`config.mk`:
```
export PLATFORM = sky130hd
export DESIGN_NAME = mem_arbiter_flat
export DESIGN_NICKNAME = d
export VERILOG_FILES = /design/src/rtl/mem_arbiter_pkg.sv /design/src/rtl/mem_arbiter_if.sv /design/src/rtl/mem_arbiter_slot.sv /design/src/rtl/mem_arbiter.sv /design/src/flat_wrapper.sv
export SDC_FILE = /design/constraint.sdc
export NUM_CORES = 1
export LEC_CHECK = 0
export BUFFER_PORTS_ARGS = -buffer_cell sky130_fd_sc_hd__clkbuf_2
export CAP_MARGIN = 0
export CORE_ASPECT_RATIO = 0.6
export CORE_MARGIN = 5
export CORE_UTILIZATION = 50
export CTS_CLUSTER_DIAMETER = 200
export CTS_CLUSTER_SIZE = 30
export DETAILED_ROUTE_END_ITERATION = 16
export GPL_TIMING_DRIVEN = 1
export PLACE_DENSITY = 0.87
export SLEW_MARGIN = 20
export SYNTH_ARGS = -nofsm -noshare
export SYNTH_HDL_FRONTEND = slang
export SYNTH_SLANG_ARGS = --single-unit
```
`constraint.sdc`:
```
create_clock -name i_clk -period 1.91 [get_ports i_clk]
set_clock_uncertainty 0.1 [all_clocks]
set_input_delay 0 -clock i_clk [delete_from_list [all_inputs] [get_ports i_clk]]
set_output_delay 0 -clock i_clk [all_outputs]
set_load 0.05 [all_outputs]
```
`src/rtl/mem_arbiter_pkg.sv`:
```
// rtl/mem_arbiter_pkg.sv - shared widths and FSM state encodings for mem_arbiter
package mem_arbiter_pkg;

    localparam int ARB_RW  = 16;
    localparam int ARB_ISZ = 32;

    typedef enum logic [1:0] {
        ARB_IDLE   = 2'd0,
        ARB_BUSY_F = 2'd1,
        ARB_BUSY_D = 2'd2
    } arb_state_e;

endpackage

```
`src/rtl/mem_arbiter_if.sv`:
```
// rtl/mem_arbiter_if.sv - fetch port, data port and memory bus signals of mem_arbiter
interface mem_arbiter_if #(
    parameter int RW  = 16,
    parameter int ISZ = 32
);
    logic [RW-1:0]  f_addr;
    logic           f_submit;
    logic [ISZ-1:0] f_data;
    logic           f_ack;

    logic [RW-1:0]  d_addr;
    logic [RW-1:0]  d_wdata;
    logic           d_we;
    logic           d_submit;
    logic [RW-1:0]  d_data;
    logic           d_ack;

    logic           bus_req;
    logic [RW-1:0]  bus_addr;
    logic           bus_we;
    logic [RW-1:0]  bus_wdata;
    logic           bus_instr;
    logic           bus_ack;
    logic [ISZ-1:0] bus_rdata;

    // Arbiter side
    modport slave (
        input  f_addr, f_submit, d_addr, d_wdata, d_we, d_submit, bus_ack, bus_rdata,
        output f_data, f_ack, d_data, d_ack, bus_req, bus_addr, bus_we, bus_wdata, bus_instr
    );

    // Core / memory side
    modport master (
        output f_addr, f_submit, d_addr, d_wdata, d_we, d_submit, bus_ack, bus_rdata,
        input  f_data, f_ack, d_data, d_ack, bus_req, bus_addr, bus_we, bus_wdata, bus_instr
    );
endinterface

```
`src/rtl/mem_arbiter_slot.sv`:
```
// rtl/mem_arbiter_slot.sv - one pending-request register; clear beats load so a granted submit is consumed
module arb_req_slot #(
    parameter int W = 16
) (
    input  logic         clk_i,
    input  logic         rst_i,
    input  logic         load_i,
    input  logic         clear_i,
    input  logic [W-1:0] data_i,
    output logic         pend_o,
    output logic [W-1:0] data_o
);
    logic         pend_q, pend_d;
    logic [W-1:0] data_q, data_d;

    always_comb begin
        pend_d = pend_q;
        data_d = data_q;
        if (clear_i) begin
            pend_d = 1'b0;
        end else if (load_i) begin
            pend_d = 1'b1;
            data_d = data_i;
        end
    end

    always_ff @(posedge clk_i) begin
        if (rst_i) begin
            pend_q <= 1'b0;
            data_q <= '0;
        end else begin
            pend_q <= pend_d;
            data_q <= data_d;
        end
    end

    assign pend_o = pend_q;
    assign data_o = data_q;
endmodule

```
`src/rtl/mem_arbiter.sv`:
```
// rtl/mem_arbiter.sv - shares one memory bus between fetch and data ports, data first with fetch starvation guard
module mem_arbiter
    import mem_arbiter_pkg::*;
#(
    parameter int RW         = ARB_RW,
    parameter int ISZ        = ARB_ISZ,
    parameter int STARVE_MAX = 4
) (
    input  logic          i_clk,
    input  logic          i_rst,
    mem_arbiter_if.slave  bif
);
    localparam int          DW         = 2 * RW + 1;
    localparam logic [3:0]  STARVE_LIM = 4'(STARVE_MAX);

    arb_state_e     state_q;
    logic [3:0]     starve_q;
    logic           bus_req_q;
    logic [RW-1:0]  bus_addr_q;
    logic           bus_we_q;
    logic [RW-1:0]  bus_wdata_q;
    logic           bus_instr_q;

    logic           f_pend, d_pend;
    logic [RW-1:0]  f_slot;
    logic [DW-1:0]  d_slot;
    logic [DW-1:0]  d_word;
    logic           f_avail, d_avail;
    logic [RW-1:0]  f_eff;
    logic [DW-1:0]  d_eff;
    logic           can_grant, gnt_f, gnt_d;
    logic [ISZ-1:0] rdata_w;

    assign d_word = {bif.d_we, bif.d_wdata, bif.d_addr};

    arb_req_slot #(.W(RW)) u_f_slot (
        .clk_i   (i_clk),
        .rst_i   (i_rst),
        .load_i  (bif.f_submit),
        .clear_i (gnt_f),
        .data_i  (bif.f_addr),
        .pend_o  (f_pend),
        .data_o  (f_slot)
    );

    arb_req_slot #(.W(DW)) u_d_slot (
        .clk_i   (i_clk),
        .rst_i   (i_rst),
        .load_i  (bif.d_submit),
        .clear_i (gnt_d),
        .data_i  (d_word),
        .pend_o  (d_pend),
        .data_o  (d_slot)
    );

    // Same-cycle submits take part in arbitration and override a stale slot value
    assign f_avail   = f_pend | bif.f_submit;
    assign d_avail   = d_pend | bif.d_submit;
    assign f_eff     = bif.f_submit ? bif.f_addr : f_slot;
    assign d_eff     = bif.d_submit ? d_word : d_slot;
    assign can_grant = (state_q == ARB_IDLE) | bif.bus_ack;
    assign gnt_f     = can_grant & f_avail & (~d_avail | (starve_q == STARVE_LIM));
    assign gnt_d     = can_grant & d_avail & ~gnt_f;

    always_ff @(posedge i_clk) begin
        if (i_rst) begin
            state_q     <= ARB_IDLE;
            starve_q    <= 4'd0;
            bus_req_q   <= 1'b0;
            bus_addr_q  <= '0;
            bus_we_q    <= 1'b0;
            bus_wdata_q <= '0;
            bus_instr_q <= 1'b0;
        end else begin
            if (gnt_f) begin
                state_q     <= ARB_BUSY_F;
                bus_req_q   <= 1'b1;
                bus_addr_q  <= f_eff;
                bus_we_q    <= 1'b0;
                bus_wdata_q <= '0;
                bus_instr_q <= 1'b1;
            end else if (gnt_d) begin
                state_q     <= ARB_BUSY_D;
                bus_req_q   <= 1'b1;
                bus_addr_q  <= d_eff[RW-1:0];
                bus_wdata_q <= d_eff[2*RW-1:RW];
                bus_we_q    <= d_eff[2*RW];
                bus_instr_q <= 1'b0;
            end else if (state_q != ARB_IDLE && bif.bus_ack) begin
                state_q   <= ARB_IDLE;
                bus_req_q <= 1'b0;
            end

            if (gnt_f || !f_avail) begin
                starve_q <= 4'd0;
            end else if (gnt_d && starve_q != STARVE_LIM) begin
                starve_q <= starve_q + 4'd1;
            end
        end
    end

    assign rdata_w       = bif.bus_rdata;
    assign bif.f_ack     = (state_q == ARB_BUSY_F) & bif.bus_ack;
    assign bif.d_ack     = (state_q == ARB_BUSY_D) & bif.bus_ack;
    assign bif.f_data    = bif.f_ack ? rdata_w : '0;
    assign bif.d_data    = bif.d_ack ? rdata_w[RW-1:0] : '0;
    assign bif.bus_req   = bus_req_q;
    assign bif.bus_addr  = bus_addr_q;
    assign bif.bus_we    = bus_we_q;
    assign bif.bus_wdata = bus_wdata_q;
    assign bif.bus_instr = bus_instr_q;
endmodule

```
`src/flat_wrapper.sv`:
```
// flat-port wrapper written by rule: the top's interface ports become plain ports
module mem_arbiter_flat import mem_arbiter_pkg::*;
#(
    parameter int RW         = ARB_RW,
    parameter int ISZ        = ARB_ISZ,
    parameter int STARVE_MAX = 4
)
  (i_clk, i_rst, bif_f_addr, bif_f_submit, bif_d_addr, bif_d_wdata, bif_d_we, bif_d_submit, bif_bus_ack, bif_bus_rdata, bif_f_data, bif_f_ack, bif_d_data, bif_d_ack, bif_bus_req, bif_bus_addr, bif_bus_we, bif_bus_wdata, bif_bus_instr);
  mem_arbiter_if #(.RW(RW), .ISZ(ISZ)) bif_i ();
  input  logic i_clk;
  input  logic i_rst;
  input wire logic [$bits(bif_i.f_addr)-1:0] bif_f_addr;
  input wire logic [$bits(bif_i.f_submit)-1:0] bif_f_submit;
  input wire logic [$bits(bif_i.d_addr)-1:0] bif_d_addr;
  input wire logic [$bits(bif_i.d_wdata)-1:0] bif_d_wdata;
  input wire logic [$bits(bif_i.d_we)-1:0] bif_d_we;
  input wire logic [$bits(bif_i.d_submit)-1:0] bif_d_submit;
  input wire logic [$bits(bif_i.bus_ack)-1:0] bif_bus_ack;
  input wire logic [$bits(bif_i.bus_rdata)-1:0] bif_bus_rdata;
  output wire logic [$bits(bif_i.f_data)-1:0] bif_f_data;
  output wire logic [$bits(bif_i.f_ack)-1:0] bif_f_ack;
  output wire logic [$bits(bif_i.d_data)-1:0] bif_d_data;
  output wire logic [$bits(bif_i.d_ack)-1:0] bif_d_ack;
  output wire logic [$bits(bif_i.bus_req)-1:0] bif_bus_req;
  output wire logic [$bits(bif_i.bus_addr)-1:0] bif_bus_addr;
  output wire logic [$bits(bif_i.bus_we)-1:0] bif_bus_we;
  output wire logic [$bits(bif_i.bus_wdata)-1:0] bif_bus_wdata;
  output wire logic [$bits(bif_i.bus_instr)-1:0] bif_bus_instr;
  assign bif_i.f_addr = bif_f_addr;
  assign bif_i.f_submit = bif_f_submit;
  assign bif_i.d_addr = bif_d_addr;
  assign bif_i.d_wdata = bif_d_wdata;
  assign bif_i.d_we = bif_d_we;
  assign bif_i.d_submit = bif_d_submit;
  assign bif_i.bus_ack = bif_bus_ack;
  assign bif_i.bus_rdata = bif_bus_rdata;
  assign bif_f_data = bif_i.f_data;
  assign bif_f_ack = bif_i.f_ack;
  assign bif_d_data = bif_i.d_data;
  assign bif_d_ack = bif_i.d_ack;
  assign bif_bus_req = bif_i.bus_req;
  assign bif_bus_addr = bif_i.bus_addr;
  assign bif_bus_we = bif_i.bus_we;
  assign bif_bus_wdata = bif_i.bus_wdata;
  assign bif_bus_instr = bif_i.bus_instr;
  mem_arbiter #(.RW(RW), .ISZ(ISZ), .STARVE_MAX(STARVE_MAX)) u_core (.i_clk(i_clk), .i_rst(i_rst), .bif(bif_i));
endmodule
```
**Yosys cells after proc, flatten, opt, wreduce, memory -nomap -nowiden**

Cells that the tools add are included.

- Bitwise logic cells: 12
- Muxes and demuxes: 14
- Add/subtract/negate cells: 1
- Eq/ne operators: 4
- Reductions and logical operators: 12

Operator list:

| kind | count |
|---|---|
| $mux W16 | 4 |
| $mux W33 | 1 |
| $mux W32 | 1 |
| $and A1 B1 Y1 | 6 |
| $mux W1 | 6 |
| $reduce_bool A2 Y1 | 3 |
| $reduce_or A2 Y1 | 3 |
| $add A4 B1 Y4 const B | 1 |
| $eq A4 B3 Y1 const B | 1 |
| $mux W2 | 2 |
| $ne A4 B3 Y1 const B | 1 |
| $or A1 B1 Y1 | 4 |
| $reduce_bool A3 Y1 | 1 |
| $eq A2 B1 Y1 const B | 1 |
| $eq A2 B2 Y1 const B | 1 |
| $logic_and A1 B1 Y1 | 2 |
| $logic_not A2 Y1 | 1 |
| $not A1 Y1 | 2 |
| $logic_not A1 Y1 | 1 |
| $logic_or A1 B1 Y1 | 1 |

- Logic and storage cells: 55
- Input port bits: 86
- Output and inout port bits: 85
- Bits in registers: 92

**Depth between registers and ports, before layout**

- Depth in word-level cells: 8
- Mapped depth: 8
- Gate-level depth less buffers: 6

**By module**

A second synthesis with hierarchy kept.

- Cells, all modules: 495
- Area total of the unflattened synthesis: 4917.2 um2

Modules (own cells, without submodules):

| module | cells an instance | times used | seq. area each (um2) | area each (um2) |
|---|---|---|---|---|
| mem_arbiter | 269 | 1 | 820.8 | 2464.9 |
| arb_req_slot at u_core.u_d_slot | 152 | 1 | 680.7 | 1660.3 |
| arb_req_slot at u_core.u_f_slot | 74 | 1 | 340.3 | 792.0 |

**Worst setup path after synthesis**

OpenSTA, ideal clock, no wires.

- Kind: register to output
- From: register u_core.state_q[1]
- To: output port bif_d_data[10]
- Path slack: 17 ps
- Required time: 1810 ps
- Path buffers: 1
- Arrival: 1793 ps
- Cell stages (with the launch flop): 5
- Cells stage by stage: dfxtp_1 nand2_1 nor2_1 clkbuf_1 and2_1

- Word-level cells in the longest chain between the ends: 3

RTL lines:

| what | line | text |
|---|---|---|
| start, declared | mem_arbiter.sv:16 | `arb_state_e state_q;` |
| start signal, assigned | mem_arbiter.sv:67 | `state_q <= ARB_IDLE;` |
| start signal, assigned | mem_arbiter.sv:76 | `state_q <= ARB_BUSY_F;` |
| start signal, assigned | mem_arbiter.sv:83 | `state_q <= ARB_BUSY_D;` |
| $eq A2 B2 Y1 | mem_arbiter.sv:104 | `assign bif.d_ack = (state_q == ARB_BUSY_D) & bif.bus_ack;` |
| $and A1 B1 Y1 | mem_arbiter.sv:104 |  |
| named net bif_d_ack | flat_wrapper.sv:23 | `output wire logic [$bits(bif_i.d_ack)-1:0] bif_d_ack;` |
| $mux W16 | mem_arbiter.sv:106 | `assign bif.d_data = bif.d_ack ? rdata_w[RW-1:0] : '0;` |
| end, declared | flat_wrapper.sv:22 | `output wire logic [$bits(bif_i.d_data)-1:0] bif_d_data;` |

The timed path passes the listed nets, and every way through them passes these cells.

**Worst setup path after layout**

- From: register u_core.starve_q[0]
- To: register u_core.bus_addr_q[14] (netlist: u_core.bif.bus_addr[14])

- Word-level cells in the longest chain between the ends: 6
- Elaborated cells between the ends (all ways): 7
- Classes of those cells: 1 x eq/ne; 1 x mux; 4 x bitwise; 1 x reduce/logical

RTL lines:

| what | line | text |
|---|---|---|
| start, declared | mem_arbiter.sv:17 | `logic [3:0] starve_q;` |
| start signal, assigned | mem_arbiter.sv:97 | `starve_q <= starve_q + 4'd1;` |
| $eq A4 B3 Y1 (*) | mem_arbiter.sv:62 | `assign gnt_f = can_grant & f_avail & (~d_avail \| (starve_q == STARVE_LIM));` |
| $or A1 B1 Y1 (*) | mem_arbiter.sv:62 |  |
| $and A1 B1 Y1 (*) | mem_arbiter.sv:62 |  |
| $not A1 Y1 | mem_arbiter.sv:63 | `assign gnt_d = can_grant & d_avail & ~gnt_f;` |
| $and A1 B1 Y1 | mem_arbiter.sv:63 |  |
| $reduce_bool A2 Y1 (no line) | -- |  |
| end signal, assigned | mem_arbiter.sv:85 | `bus_addr_q <= d_eff[RW-1:0];` |
| end, declared | mem_arbiter.sv:19 | `logic [RW-1:0] bus_addr_q;` |

Every way passes the cells marked *; elsewhere a longest branch is shown, timed or not.
A chain may end at the register's enable or synchronous reset.

==> key figures <==
Clocking
  – CTS Root Cell: clkbuf_16
  – CTS clk-pin slew, worst paths: 0.06 ns
  – CTS tree: built
  – Clock sinks: 92
  – H-tree depth: 3
  – Num CTS Buffers: 9
  – CTS max path bufs: 2
  – Worst-skew pair later-pin latency: 0.34 ns

Route
  – Avg WL per Cell: 16.5 um
  – Antenna Violating Nets Remaining: 0
  – Initial DRC count: 280
  – Total length of routed wires: 13.6 mm
  – Via count: 4476
  – DRC: 0
  – Via density per instance: 5.45
  – DR pass1 iterations: 5

Critical path
  – WP data arrival: 1.92 ns
  – Largest delay share family, worst path: compound AO/OA/AOI/OAI gates
  – Worst path max stage delay: 0.35 ns
  – Worst EP required: 2.04 ns
  – CP Capture Type: flip-flop
  – Worst setup SP type: flip-flop
  – Buf/Inv on CP: 2
  – CP max FO: 16
  – Crit Path Category: reg -> reg
  – Critical-path cell list: inv_1 -> ha_1 -> and3b_1 -> o211ai_2 -> buf_12 -> nor2_1 -> a221o_1
  – Crit path max-delay cell type: dfxtp_1

Global route
  – First-pass GRT wire length: 21.8 mm
  – Gr usage total: 0.236
  – Vias in the first global route: 4394
  – Initial antenna violation count: 0
  – Pin count of the biggest net entering global routing: 104
  – Grt total ovfl: 0

Floorplanning
  – Die height: 84.7 um
  – Initial core utilization: 0.509
  – Row Count: 27
  – # IOs: 171
  – DIE AREA: 11400 sq um
  – Core Area: 9120 sq um
  – Die width: 134 um

Yosys
  – Synth Instances: 497
  – Post-synthesis compound-gate area fraction: 0.151
  – Asr flop ratio synth: 0
  – Largest family of logic cells by synthesized area: simple AND/OR/NAND/NOR gates
  – Synth cell types: 42
  – Ys Warns: 0
  – Yosys top cell by area: dfxtp_1
  – Seq/Total Area, Yosys: 0.397
  – Syn Nets: 585
  – EDFF count, synth: 0
  – Post-synthesis mux area share: 0.112
  – Xor-xnor portion of the synthesized cell area: 0.00189
  – Synth Cell Area: 4640 sq um
  – FF+latch count, synth: 92
  – Synth Flop Type: dfxtp_1
  – Avg Inst Size Synth: 9.34 sq um
  – Most frequent cell after synthesis: dfxtp_1
  – Synth cell count leaders: 92 x dfxtp_1, 51 x nand2b_1, 49 x and2_1, 49 x nand4b_1, 46 x o21ai_0
  – Post-Synth Simple-Gate Area: 0.286
  – Adder-cell share of the synthesized area: 0.00539
  – Yosys top cell area share: 0.397
  – Synth area leaders: dfxtp_1 40%, nand4b_1 9.2%, mux2i_1 7.3%

Placed design
  – Placed cells: 754
  – Post-DP HPWL: 9.62 mm
  – # port buffers: 170
  – Dpl ws: 0.0492 ns
  – Post-placement cell area: 5590 sq um
  – Gp weighted congestion: 0.863

Final layout
  – Antenna diodes: 0
  – Layout cells sized above 1: 0.331
  – Non-Filler Instances: 822
  – Area growth syn-to-layout: 39.0%
  – Fillers: 704
  – Post-layout nets: 790
  – Final instance area: 6460 sq um

Timing
  – Worst slew margin: 0.645
  – Slew Limit Fails: 0
  – Final worst path period share: 0.940
  – Worst Tran Pin Value: 0.531 ns
  – Final worst-path setup slack: 0.115 ns
  – Fmax: 557 MHz
  – Hold Vio Cnt, Final: 0
  – Final setup violation count: 0
  – Tmin final: 1.79 ns
  – Hold Worst Slack: 0.115 ns

Pwr
  – PwrDens: 794 nW/um^2
  – Internal: 3570 uW
  – Combinational Power Share: 0.237
  – Register share of total power: 0.413
  – Leakage power figure: 0.00283 uW
  – Net Sw Frac: 0.303
  – Total power: 5120 uW
  – Worst vdd ir: 667 uV
  – Clock network fraction of total power: 0.350
  – Sw power: 1550 uW

Flow run
  – Max Cap Violations: 0

Hold path
  – Hold Crit Class: in -> reg

Status
  – Status: finished, final reports clean
-- worst paths after layout --
check	from	endpoint	slack (ns)	cells after the start
max	u_core.starve_q[0]$_SDFFE_PP0P_	u_core.bif.bus_addr[14]$_SDFFE_PP0P_	0.12	7
min	bif_f_submit	u_core.u_f_slot.pend_o$_SDFFE_PP0P_	0.12	4
max reg2reg	u_core.starve_q[0]$_SDFFE_PP0P_	u_core.bif.bus_addr[14]$_SDFFE_PP0P_	0.12	7
min reg2reg	u_core.u_d_slot.data_o[14]$_SDFFE_PP0N_	u_core.u_d_slot.data_o[14]$_SDFFE_PP0N_	0.37	2
-- repair_timing --
item | CTS | global route
setup buffers | 0 | 2
hold buffers | 51 | 0
hold endpoints to repair | 86 | 0
gates resized for setup | 0 | 5
endpoints found under the setup margin | 0 | 63
-- worst reg2reg max path, stage by stage, from the launching register on --
cell      delay (ns)
dfxtp_1         0.35
inv_1           0.08
ha_1            0.21
and3b_1         0.23
o211ai_2        0.22
buf_12          0.17
nor2_1          0.07
a221o_1         0.27
-- state kept, by name (all words and copies together), names as in the netlist --
name	flops
u_core.u_f_slot.pend_o	1
u_core.starve_q	4
u_core.bif.bus_we	1
u_core.u_d_slot.pend_o	1
u_core.u_f_slot.data_o	16
u_core.state_q	2
u_core.bif.bus_instr	1
u_core.bif.bus_wdata	16
u_core.bif.bus_addr	16
u_core.u_d_slot.data_o	33
u_core.bif.bus_req	1
-- layer usage --
| layer | GRT usage | vias up | part of all wire |
|---|---|---|---|
| li1 | - | 2185 | - |
| met1 | 0.285 | 2113 | 0.42 |
| met2 | 0.419 | 157 | 0.49 |
| met3 | 0.0623 | 21 | 0.069 |
| met4 | 0.0601 | 0 | 0.015 |
| met5 | 0 | - | 0 |
-- power groups by stage --
stage / clock network, uW / registers (uW) / logic [uW]
6_report: 1790 / 2120 / 1210
5_1_grt: 1910 / 2130 / 1290
4_1_cts: 1830 / 2120 / 1190
3_5_place_dp: 0 / 2160 / 1100
3_3_place_gp: 0 / 2150 / 1070
2_1_floorplan: 0 / 2370 / 562
-- through the flow --
stage / TNS, ns / utilization
floorplan: 0 / -
global placement: 0 / 0.613
detailed placement: 0 / 0.613
CTS: 0 / 0.702
global route: -0.000399 / 0.708
finish: 0 / 0.708
-- cell families (layout without fill, tap and decap cells) --
group,after synthesis,count (layout)
AND/OR/NAND/NOR,207,207
AO/OA/AOI/OAI,99,99
flip-flops,92,92
multiplexers,50,50
buffers and inverters,46,255
adder cells (fa/ha/maj),2,2
XOR/XNOR,1,1
-- cell usage in the layout (no fill, tap or decap), types with 2 or more instances in the layout --
cell / n
clkbuf_16: 9
buf_12: 5
nand2_1: 5
and2_1: 48
buf_4: 9
o21ai_0: 46
dfxtp_1: 92
nor3_1: 3
clkbuf_8: 2
inv_1: 3
a221o_1: 16
or2_2: 2
a211oi_1: 14
ha_1: 2
dlygate4sd3_1: 51
o21bai_4: 2
a211oi_2: 3
o21ai_4: 2
mux2i_1: 34
o21ai_1: 5
nand4b_1: 49
nor2_1: 38
a21oi_1: 5
and3b_1: 2
buf_6: 2
nand2b_1: 51
clkbuf_2: 169
mux2_2: 16
-- final cells by class --
| cell class | instances | area, sq um | area share |
|---|---|---|---|
| Sequential cell | 92 | 1840 | 0.285 |
| Timing Repair Buffer | 237 | 1550 | 0.240 |
| Multi-Input combinational cell | 359 | 2610 | 0.403 |
| Inverter | 3 | 11.3 | 0.00174 |
| Clock buffer | 12 | 256 | 0.0397 |
| Tap cell | 116 | 145 | 0.0225 |
| Clock inverter | 3 | 46.3 | 0.00717 |
Power figures use the tool's default switching activity.
